File: config.mk
export PLATFORM = sky130hd
export DESIGN_NAME = aww_dcache_flat
export DESIGN_NICKNAME = d
export VERILOG_FILES = /design/src/rtl/aww_dcache_if.sv /design/src/rtl/aww_dcache.sv /design/src/flat_wrapper.sv
export SDC_FILE = /design/constraint.sdc
export NUM_CORES = 1
export LEC_CHECK = 0
export BUFFER_PORTS_ARGS = -buffer_cell sky130_fd_sc_hd__buf_2
export CORE_MARGIN = 5
export CORE_UTILIZATION = 23
export CTS_BUF_LIST = sky130_fd_sc_hd__clkbuf_8
export DETAILED_ROUTE_END_ITERATION = 8
export GPL_ROUTABILITY_DRIVEN = 0
export RECOVER_POWER = 50
export SYNTH_ARGS = -nofsm -noshare
export SYNTH_HDL_FRONTEND = slang
export SYNTH_SLANG_ARGS = --single-unit
File: constraint.sdc
create_clock -name CLK -period 7.1 [get_ports CLK]
set_input_delay 0.355 -clock CLK [delete_from_list [all_inputs] [get_ports CLK]]
set_output_delay 0.355 -clock CLK [all_outputs]
set_load 0.02 [all_outputs]
File: src/rtl/aww_dcache_if.sv
// +-----------------------------------------------------------------------------+
// | Module   : aww_dcache_if                                                     |
// | Purpose  : MEM-stage request bus and memory-controller bus of the D-cache    |
// | Revision : 1.0                                                              |
// +-----------------------------------------------------------------------------+
`default_nettype none

interface aww_dcache_if;
  logic        dmemREN;
  logic        dmemWEN;
  logic [31:0] dmemaddr;
  logic [31:0] dmemstore;
  logic        halt;
  logic        dhit;
  logic [31:0] dmemload;
  logic        flushed;
  logic        dREN;
  logic        dWEN;
  logic [31:0] daddr;
  logic [31:0] dstore;
  logic [31:0] dload;
  logic        dwait;

  // slave: the cache itself; master: pipeline + memory controller environment
  modport slave (
    input  dmemREN, dmemWEN, dmemaddr, dmemstore, halt, dload, dwait,
    output dhit, dmemload, flushed, dREN, dWEN, daddr, dstore
  );

  modport master (
    output dmemREN, dmemWEN, dmemaddr, dmemstore, halt, dload, dwait,
    input  dhit, dmemload, flushed, dREN, dWEN, daddr, dstore
  );
endinterface

`default_nettype wire

File: src/rtl/aww_dcache.sv
// +-----------------------------------------------------------------------------+
// | Module   : aww_dcache                                                        |
// | Purpose  : direct-mapped write-back write-allocate data cache, flush on halt |
// | Revision : 1.0                                                              |
// +-----------------------------------------------------------------------------+
`default_nettype none

module aww_dcache #(
  parameter  int SETS  = 16,
  localparam int IDX_W = $clog2(SETS)
) (
  input  wire logic   CLK,
  input  wire logic   nRST,
  aww_dcache_if.slave bus
);
  localparam int               TAG_W    = 32 - IDX_W - 2;
  localparam logic [IDX_W-1:0] LAST_IDX = IDX_W'(SETS - 1);

  typedef enum logic [2:0] {
    IDLE   = 3'd0,
    WB     = 3'd1,
    FETCH  = 3'd2,
    FLUSH  = 3'd3,
    HALTED = 3'd4
  } state_e;

  state_e           state_q, state_d;
  logic [IDX_W-1:0] fidx_q, fidx_d;
  logic [SETS-1:0]  valid_q, dirty_q;
  logic [TAG_W-1:0] tag_q  [SETS];
  logic [31:0]      data_q [SETS];

  logic [IDX_W-1:0] idx;
  logic [TAG_W-1:0] tag;
  logic             req, hit;
  logic             wr_hit, fill, clr_dirty;
  logic [IDX_W-1:0] clr_idx;
  logic             dhit, dren, dwen, flushed;
  logic [31:0]      dmemload, daddr, dstore;
  logic             unused_addr_bits;

  assign idx              = bus.dmemaddr[IDX_W+1:2];
  assign tag              = bus.dmemaddr[31:IDX_W+2];
  assign req              = bus.dmemREN | bus.dmemWEN;
  assign hit              = valid_q[idx] && (tag_q[idx] == tag);
  assign unused_addr_bits = ^bus.dmemaddr[1:0];

  always_comb begin
    state_d   = state_q;
    fidx_d    = fidx_q;
    wr_hit    = 1'b0;
    fill      = 1'b0;
    clr_dirty = 1'b0;
    clr_idx   = idx;
    dhit      = 1'b0;
    dren      = 1'b0;
    dwen      = 1'b0;
    flushed   = 1'b0;
    dmemload  = '0;
    daddr     = '0;
    dstore    = '0;
    case (state_q)
      IDLE: begin
        if (bus.halt) begin
          state_d = FLUSH;
        end else if (req) begin
          if (hit) begin
            dhit = 1'b1;
            // REN+WEN together is serviced as a store
            if (bus.dmemWEN) wr_hit = 1'b1;
            else             dmemload = data_q[idx];
          end else if (dirty_q[idx]) begin
            state_d = WB;
          end else begin
            state_d = FETCH;
          end
        end
      end
      WB: begin
        dwen   = 1'b1;
        daddr  = {tag_q[idx], idx, 2'b00};
        dstore = data_q[idx];
        if (!bus.dwait) begin
          clr_dirty = 1'b1;
          state_d   = FETCH;
        end
      end
      FETCH: begin
        dren  = 1'b1;
        daddr = {bus.dmemaddr[31:2], 2'b00};
        if (!bus.dwait) begin
          fill    = 1'b1;
          state_d = IDLE;
        end
      end
      FLUSH: begin
        clr_idx = fidx_q;
        if (dirty_q[fidx_q]) begin
          dwen   = 1'b1;
          daddr  = {tag_q[fidx_q], fidx_q, 2'b00};
          dstore = data_q[fidx_q];
          if (!bus.dwait) clr_dirty = 1'b1;
        end
        // a clean line advances immediately; a dirty one once its write lands
        if (!dirty_q[fidx_q] || !bus.dwait) begin
          fidx_d = fidx_q + IDX_W'(1);
          if (fidx_q == LAST_IDX) state_d = HALTED;
        end
      end
      HALTED: begin
        flushed = 1'b1;
      end
      default: begin
        state_d = IDLE;
      end
    endcase
  end

  always_ff @(posedge CLK or negedge nRST) begin
    if (!nRST) begin
      state_q <= IDLE;
      fidx_q  <= '0;
      valid_q <= '0;
      dirty_q <= '0;
    end else begin
      state_q <= state_d;
      fidx_q  <= fidx_d;
      if (fill) begin
        valid_q[idx] <= 1'b1;
        dirty_q[idx] <= 1'b0;
      end
      if (wr_hit)    dirty_q[idx]     <= 1'b1;
      if (clr_dirty) dirty_q[clr_idx] <= 1'b0;
    end
  end

  always_ff @(posedge CLK) begin
    if (fill) begin
      data_q[idx] <= bus.dload;
      tag_q[idx]  <= tag;
    end else if (wr_hit) begin
      data_q[idx] <= bus.dmemstore;
    end
  end

  assign bus.dhit     = dhit;
  assign bus.dmemload = dmemload;
  assign bus.flushed  = flushed;
  assign bus.dREN     = dren;
  assign bus.dWEN     = dwen;
  assign bus.daddr    = daddr;
  assign bus.dstore   = dstore;

endmodule

`default_nettype wire

File: src/flat_wrapper.sv
// flat-port wrapper written by rule: the top's interface ports become plain ports
module aww_dcache_flat 
#(
  parameter  int SETS  = 16,
  localparam int IDX_W = $clog2(SETS)
)
  (CLK, nRST, bus_dmemREN, bus_dmemWEN, bus_dmemaddr, bus_dmemstore, bus_halt, bus_dload, bus_dwait, bus_dhit, bus_dmemload, bus_flushed, bus_dREN, bus_dWEN, bus_daddr, bus_dstore);
  aww_dcache_if bus_i ();
  input  wire logic CLK;
  input  wire logic nRST;
  input wire logic [$bits(bus_i.dmemREN)-1:0] bus_dmemREN;
  input wire logic [$bits(bus_i.dmemWEN)-1:0] bus_dmemWEN;
  input wire logic [$bits(bus_i.dmemaddr)-1:0] bus_dmemaddr;
  input wire logic [$bits(bus_i.dmemstore)-1:0] bus_dmemstore;
  input wire logic [$bits(bus_i.halt)-1:0] bus_halt;
  input wire logic [$bits(bus_i.dload)-1:0] bus_dload;
  input wire logic [$bits(bus_i.dwait)-1:0] bus_dwait;
  output wire logic [$bits(bus_i.dhit)-1:0] bus_dhit;
  output wire logic [$bits(bus_i.dmemload)-1:0] bus_dmemload;
  output wire logic [$bits(bus_i.flushed)-1:0] bus_flushed;
  output wire logic [$bits(bus_i.dREN)-1:0] bus_dREN;
  output wire logic [$bits(bus_i.dWEN)-1:0] bus_dWEN;
  output wire logic [$bits(bus_i.daddr)-1:0] bus_daddr;
  output wire logic [$bits(bus_i.dstore)-1:0] bus_dstore;
  assign bus_i.dmemREN = bus_dmemREN;
  assign bus_i.dmemWEN = bus_dmemWEN;
  assign bus_i.dmemaddr = bus_dmemaddr;
  assign bus_i.dmemstore = bus_dmemstore;
  assign bus_i.halt = bus_halt;
  assign bus_i.dload = bus_dload;
  assign bus_i.dwait = bus_dwait;
  assign bus_dhit = bus_i.dhit;
  assign bus_dmemload = bus_i.dmemload;
  assign bus_flushed = bus_i.flushed;
  assign bus_dREN = bus_i.dREN;
  assign bus_dWEN = bus_i.dWEN;
  assign bus_daddr = bus_i.daddr;
  assign bus_dstore = bus_i.dstore;
  aww_dcache #(.SETS(SETS)) u_core (.CLK(CLK), .nRST(nRST), .bus(bus_i));
endmodule
* After elaboration in Yosys (flattened, before gate mapping)
Memories as Yosys holds them, arrays and structs flattened.
Index checks and enable logic that the tools add are counted.
** Storage, ports and cells
- Register bits :: 39
- RAM bits :: 928
- Input bits :: 102
- Output and inout bits :: 100
- Logic and storage cells :: 97
- Memories kept :: 2
** Operators by class
- $add $sub $neg :: 1
- $lt $le $gt $ge :: 5
- Equal/unequal tests :: 12
- Muxes and demuxes :: 55
- Bitwise operators :: 9
- Reductions and logical operators :: 9
** Memories
- u_core.data_q :: words 16, width 32, rd ports 2, clocked after Yosys merged registers in 0, write ports 1, RTL line aww_dcache.sv:31 : logic [31:0] data_q [SETS];
- u_core.tag_q :: words 16, width 26, rd ports 2, clocked after Yosys merged registers in 0, write ports 1, RTL line aww_dcache.sv:30 : logic [TAG_W-1:0] tag_q [SETS];
** Operators with widths (number)
- $mux 32 :: 8
- $pmux 32 s3 :: 1
- $pmux 32 s2 :: 1
- $mux 16 :: 3
- $and 16x16->16 :: 2
- $not 16->16 :: 2
- $or 16x16->16 :: 2
- $eq 26x26->1 :: 1
- $mux 1 :: 25
- $mux 3 :: 7
- $lt 4x5->1 const B :: 3
- $pmux 3 s5 :: 1
- $bmux 1 s4 :: 3
- $demux 1 s4 :: 2
- $ge 4x1->1 const B :: 2
- $reduce_and 7->1 :: 1
- $eq 3x2->1 const B :: 2
- $add 4x1->4 const B :: 1
- $eq 4x4->1 const B :: 1
- $mux 4 :: 1
- $ne 2x1->1 const B :: 2
- $ne 2x2->1 const B :: 2
- $pmux 1 s2 :: 2
- $eq 3x1->1 const B :: 1
- other kinds (11) :: 15

* Longest topological paths before layout
- Depth in word-level cells :: 11
- Mapped depth :: 14
- Mapped depth without buffers :: 8

* Worst setup path before layout
OpenSTA, ideal clock, no wires.
- Kind :: input -> register
- Start point :: input port bus_dmemaddr[3]
- End point :: memory u_core.data_q[10][0], enable pin
- Library setup time :: 0.470 ns
- Data arrival time :: 5.167 ns
- Required time :: 6.630 ns
- Slack :: 1.463 ns
- Stages on the path :: 11
- Buffers on the path :: 4
- Path through :: buf_2 > buf_2 > clkbuf_1 > mux4_2 > a221oi_1 > xor2_1 > nand4_1 > nor4_2 > nand4_2 > buf_2 > a211oi_1
** Between the ends
- Word-level cells in the longest chain between the ends :: 11
- Elaborated cells between the ends (all ways) :: 13
- Those cells by class :: eq/ne (1); mux (9); bitwise (1); reduce/logical (1); memory (1)
** Ends and longest elaborated chain
- start, declared :: RTL line flat_wrapper.sv:13 : input wire logic [$bits(bus_i.dmemaddr)-1:0] bus_dmemaddr;
- $mem_v2 16x26 or $bmux 1 s4 (tied branches)
- $eq 26x26->1 or $mux 1 (tied branches) :: RTL line aww_dcache.sv:45 : assign hit = valid_q[idx] && (tag_q[idx] == tag);
- $logic_and 1x1->1 :: RTL line aww_dcache.sv:45
- $mux 1 :: RTL line aww_dcache.sv:67 : if (hit) begin
- $mux 1 :: RTL line aww_dcache.sv:66 : end else if (req) begin
- $mux 1 :: RTL line aww_dcache.sv:64 : if (bus.halt) begin
- $mux 1 :: RTL line aww_dcache.sv:62 : case (state_q)
- $mux 1 :: RTL line aww_dcache.sv:141 : end else if (wr_hit) begin
- $mux 1 :: RTL line aww_dcache.sv:138 : if (fill) begin
- $mux 1 (implied by the code) :: RTL line aww_dcache.sv:142 : data_q[idx] <= bus.dmemstore;
- $or 1x1->1 (no source line)
- end, declared :: RTL line aww_dcache.sv:31
Parallel ways exist; a longest one is shown, timed or not. The select of a mux whose other input is x is not followed.

* Final worst setup path
- Start point :: register u_core.state_q[1]
- End point :: output port bus_daddr[12]
** Between the ends
- Word-level cells in the longest chain between the ends :: 2
- Elaborated cells between the ends (all ways) :: 4
- Those cells by class :: eq/ne (3); mux (1)
** Ends and longest elaborated chain
- start, declared :: RTL line aww_dcache.sv:27 : state_e state_q, state_d;
- start signal, assigned :: RTL line aww_dcache.sv:126 : state_q <= state_d;
- $eq 3x2->1 or $eq 3x1->1 (tied branches) :: RTL line aww_dcache.sv:62
- $pmux 32 s3 (*) :: RTL line aww_dcache.sv:62
- end, declared :: RTL line flat_wrapper.sv:23 : output wire logic [$bits(bus_i.daddr)-1:0] bus_daddr;
Every way passes the cells marked *; elsewhere a longest branch is shown, timed or not.

==> parameters.txt <==
Parameter                              Value

Status
  Status ... complete, but fails checks
  Violated checks ... max-capacitance violations, max-slew violations

Layout
  Leading cell type in the layout, fill and taps excluded ... sky130_fd_sc_hd__edfxtp_1
  Top library cells by usage in the layout, fill and taps aside ... sky130_fd_sc_hd__edfxtp_1 (928), sky130_fd_sc_hd__mux4_2 (541), sky130_fd_sc_hd__buf_2 (165)
  NumNets Final ... 2894
  Share of layout cells above drive strength 1 ... 0.358
  Layout overhead on the synthesized area ... 16.5%
  Total of fill cells in the finished design ... 20400
  Final non-filler cell total ... 5593

Worst setup path
  Reg-to-reg slack, setup ... 1.24 ns
  R2R depth ... 9
  Buffering stage count on the worst path with inverters included ... 4
  Required arrival time at the worst endpoint ... 6.74 ns
  Reg-to-reg startpoint ... u_core.state_q[1]
  List of cells traversed by the critical path ... clkinv_1 > or3_1 > inv_1 > clkbuf_1 > a22oi_1 > o21ai_0 > buf_2
  Maximum fanout along the worst path ... 22
  Data arrival time of the critical path ... 5.55 ns
  Endpoint of the worst-slack reg-to-reg timing path ... u_core.tag_q[12][23]
  Element type at the critical path start ... flip-flop
  Critical Setup Path Class ... flip-flop to output pin
  Crit. End Element ... output pin
  Slowest-stage cell, CP ... sky130_fd_sc_hd__clkbuf_1
  Cell family contributing the most delay on the critical path ... buffers and inverters
  Critical path's largest stage delay ... 1.52 ns

Timing
  Transition time of the tightest slew-check pin ... 2.99 ns
  Highest Clock Rate ... 169 MHz
  Final number of max-transition violations ... 584
  Worst slew margin ... -0.996
  Setup TNS after final layout ... 0 ns
  Hold violation count in the final report ... 0
  Post-layout minimum cycle time ... 5.90 ns
  Final Skew ... 0.0477 ns
  Unrepaired setup endpoints after global routing ... no
  Setup Viol. Count Final ... 0
  Final worst-path cycle share ... 0.832

Die
  Floorplan Core Area ... 204000 sq um
  Die area ... 214000 sq um
  Site row count ... 166
  Die outline height ... 463 um
  Initial Util ... 0.231
  Ports placed on the boundary ... 202
  Die boundary width ... 463 um

Detailed routing
  Count of TritonRoute iterations in the first routing pass ... 6
  Avg Vias per Cell ... 4.98
  Routed wire per std cell ... 26.4 um
  Count of vias placed by the detailed router ... 27900
  DRC violation total after the first TritonRoute iteration ... 3093
  Final Routed Wirelength ... 148000 um
  Number of DRC violations after detailed routing ... 0
  Count of nets left with antenna violations after detail routing ... 0

Logic synthesis
  Avg Cell Area, Syn ... 19.0 sq um
  Cell area after synthesis ... 47100 sq um
  Adder-cell area share of the yosys netlist ... 0.000265
  Post-synth cell types ... 72
  Share of the synthesized netlist area taken by xor and xnor gates ... 0.00632
  Synth warn ... 0
  Simple logic cell fraction of the synthesized area ... 0.0288
  Predominant post-synthesis flop cell ... sky130_fd_sc_hd__edfxtp_1
  Sequential area share after synthesis ... 0.612
  Compound-cell area share of the yosys netlist ... 0.0390
  Number of enable flip-flop cells after synthesis ... 928
  Post-synth top area cell ... sky130_fd_sc_hd__edfxtp_1
  Synth Instances ... 2476
  Top post-synthesis cells by area ... sky130_fd_sc_hd__edfxtp_1 (59%), sky130_fd_sc_hd__mux4_2 (26%), sky130_fd_sc_hd__dfrtp_1 (2.1%)
  Share of synthesized area spent on multiplexers ... 0.288
  Largest family of logic cells by synthesized area ... multiplexers
  Flip-flop and latch count after synthesis ... 967
  Fraction of registers with async set or reset after synthesis ... 0.0403
  Area fraction of the dominant cell type after synthesis ... 0.591

Min path
  Origin of the worst min-delay path ... bus_dmemstore[30]
  Hold Crit Endpoint ... u_core.data_q[10][30]
  Number of stages on the worst hold path ... 2
  Worst Hold Class ... input port to flip-flop

Global routing
  Via count of the first global-routing pass ... 28600
  GRT Resource Usage Total ... 0.134
  Grt ovf ... 0
  Global-route wire length before repair ... 209000 um
  Maximum number of pins on one net before global-route repair ... 108
  Number of antenna violations at the first check in global routing ... 13

Power
  Worst IR drop on VDD ... 394 uV
  Power per Cell Area ... 285 nW/um^2
  LEAKAGE ... 0.0175 uW

Clocking
  Clk root buf ... sky130_fd_sc_hd__clkbuf_8
  Count of clock tree sinks ... 967
  Clock transition at the registers of the reported paths ... 0.07 ns
  Post-CTS setup repair buffer count ... 0
  H-tree levels ... 4
  Worst-skew pair later-pin latency ... 0.87 ns
  Post_cts resized ... 0
  Number of buffers between clock root and the deepest sink ... 3
  TritonCTS clock tree ... yes
  TritonCTS Buffers ... 145

Place
  Input/output buffers ... 197
  Placed cell count ... 5244
  Detail Placement HPWL ... 84700 um

Flow run
  Number of max-cap violations ... 26
[per-stage QoR]
stage	hold WS [ns]	worst slack (ns)	util	instance area, sq um	power, uW
final	0.206	1.20	0.269	54900	15600
after global routing	0.251	0.997	0.269	54900	16300
after CTS	0.151	1.54	0.270	55100	15800
after detailed placement	0.448	1.47	0.253	51600	11400
after global placement	0.446	1.52	0.253	51600	11400
after floorplan	0.0594	1.46	-	47100	9990
[worst max path at each step]
stage	start	end	slack, ns	cells past startpoint
2_1_floorplan	bus_dmemaddr[3]	u_core.data_q[10][0]	1.46	11
3_3_place_gp	bus_dmemaddr[2]	u_core.data_q[8][29]	1.52	11
3_5_place_dp	bus_dmemaddr[2]	u_core.data_q[8][29]	1.47	11
4_1_cts	u_core.state_q[1]	bus_daddr[12]	1.54	6
5_1_grt	u_core.state_q[1]	u_core.tag_q[5][10]	1.0	9
6_report	u_core.state_q[1]	bus_daddr[12]	1.20	7
[cells by family (layout without fill, tap and decap cells)]
family                     after synthesis  in the layout
AOI/OAI and AO/OA                      250            250
and+or+nand+nor                        279            279
muxes                                  661            661
other                                    1              6
buffers and inverters                  283            707
xor gates and xnor gates                34             34
DFF                                    967            967
adders and majority gates                1              1
[flip-flops by register name, summed over array words and instances, names as in the netlist]
name / count
u_core.state_q: 3
u_core.dirty_q: 16
u_core.fidx_q: 4
u_core.valid_q: 16
u_core.data_q: 512
u_core.tag_q: 416
[report_power, final]
group	leakage, uW	internal [uW]	switching [uW]
Combinational	0.00714	2210	2390
Clock	0.00150	2020	2280
Sequential	0.00886	6420	298
[worst register-to-register path, stage by stage (launching register included)]
cell and delay [ns]:
sky130_fd_sc_hd__dfrtp_1 0.74, sky130_fd_sc_hd__clkinv_1 0.50, sky130_fd_sc_hd__or3_1 0.74, sky130_fd_sc_hd__inv_1 0.18, sky130_fd_sc_hd__nand2b_1 0.07, sky130_fd_sc_hd__clkbuf_1 0.47, sky130_fd_sc_hd__nor2_1 0.38, sky130_fd_sc_hd__nand2_1 0.23
sky130_fd_sc_hd__clkinv_1 0.10, sky130_fd_sc_hd__clkbuf_1 1.96
[routing by layer]
layer / track usage / vias up / routed length [um]
met5: 0 / - / 38
met4: 0.0409 / 6 / 3950
met3: 0.0336 / 204 / 13800
met2: 0.214 / 1426 / 70000
met1: 0.179 / 15000 / 59900
li1: - / 11200 / -
[synth_stat cells, types with 31 or more instances]
cell type,n
sky130_fd_sc_hd__edfxtp_1,928
sky130_fd_sc_hd__mux4_2,541
sky130_fd_sc_hd__clkbuf_1,112
sky130_fd_sc_hd__nand2_1,90
sky130_fd_sc_hd__inv_1,82
sky130_fd_sc_hd__mux2i_1,63
sky130_fd_sc_hd__nor2_1,46
sky130_fd_sc_hd__nor3_1,45
sky130_fd_sc_hd__dfrtp_1,39
sky130_fd_sc_hd__o21ai_0,39
sky130_fd_sc_hd__buf_1,33
sky130_fd_sc_hd__buf_2,31
[repair_timing]
action,CTS,global route
endpoints found under the setup margin,0,0
endpoints found under the hold margin,924,0
hold buffers,88,0
[area by class of cell]
cell class | instances | area [sq um] | share of cell area
diodes | 4 | 10.0 | 0.000182
multi-input cells | 1227 | 17200 | 0.314
well taps | 2688 | 3360 | 0.0613
clock inverters | 107 | 542 | 0.00987
inverters | 85 | 327 | 0.00595
clock buffers | 150 | 2060 | 0.0376
flip-flops and latches | 967 | 28900 | 0.526
repair buffers | 365 | 2490 | 0.0454
(Power assumes the default switching activity.)
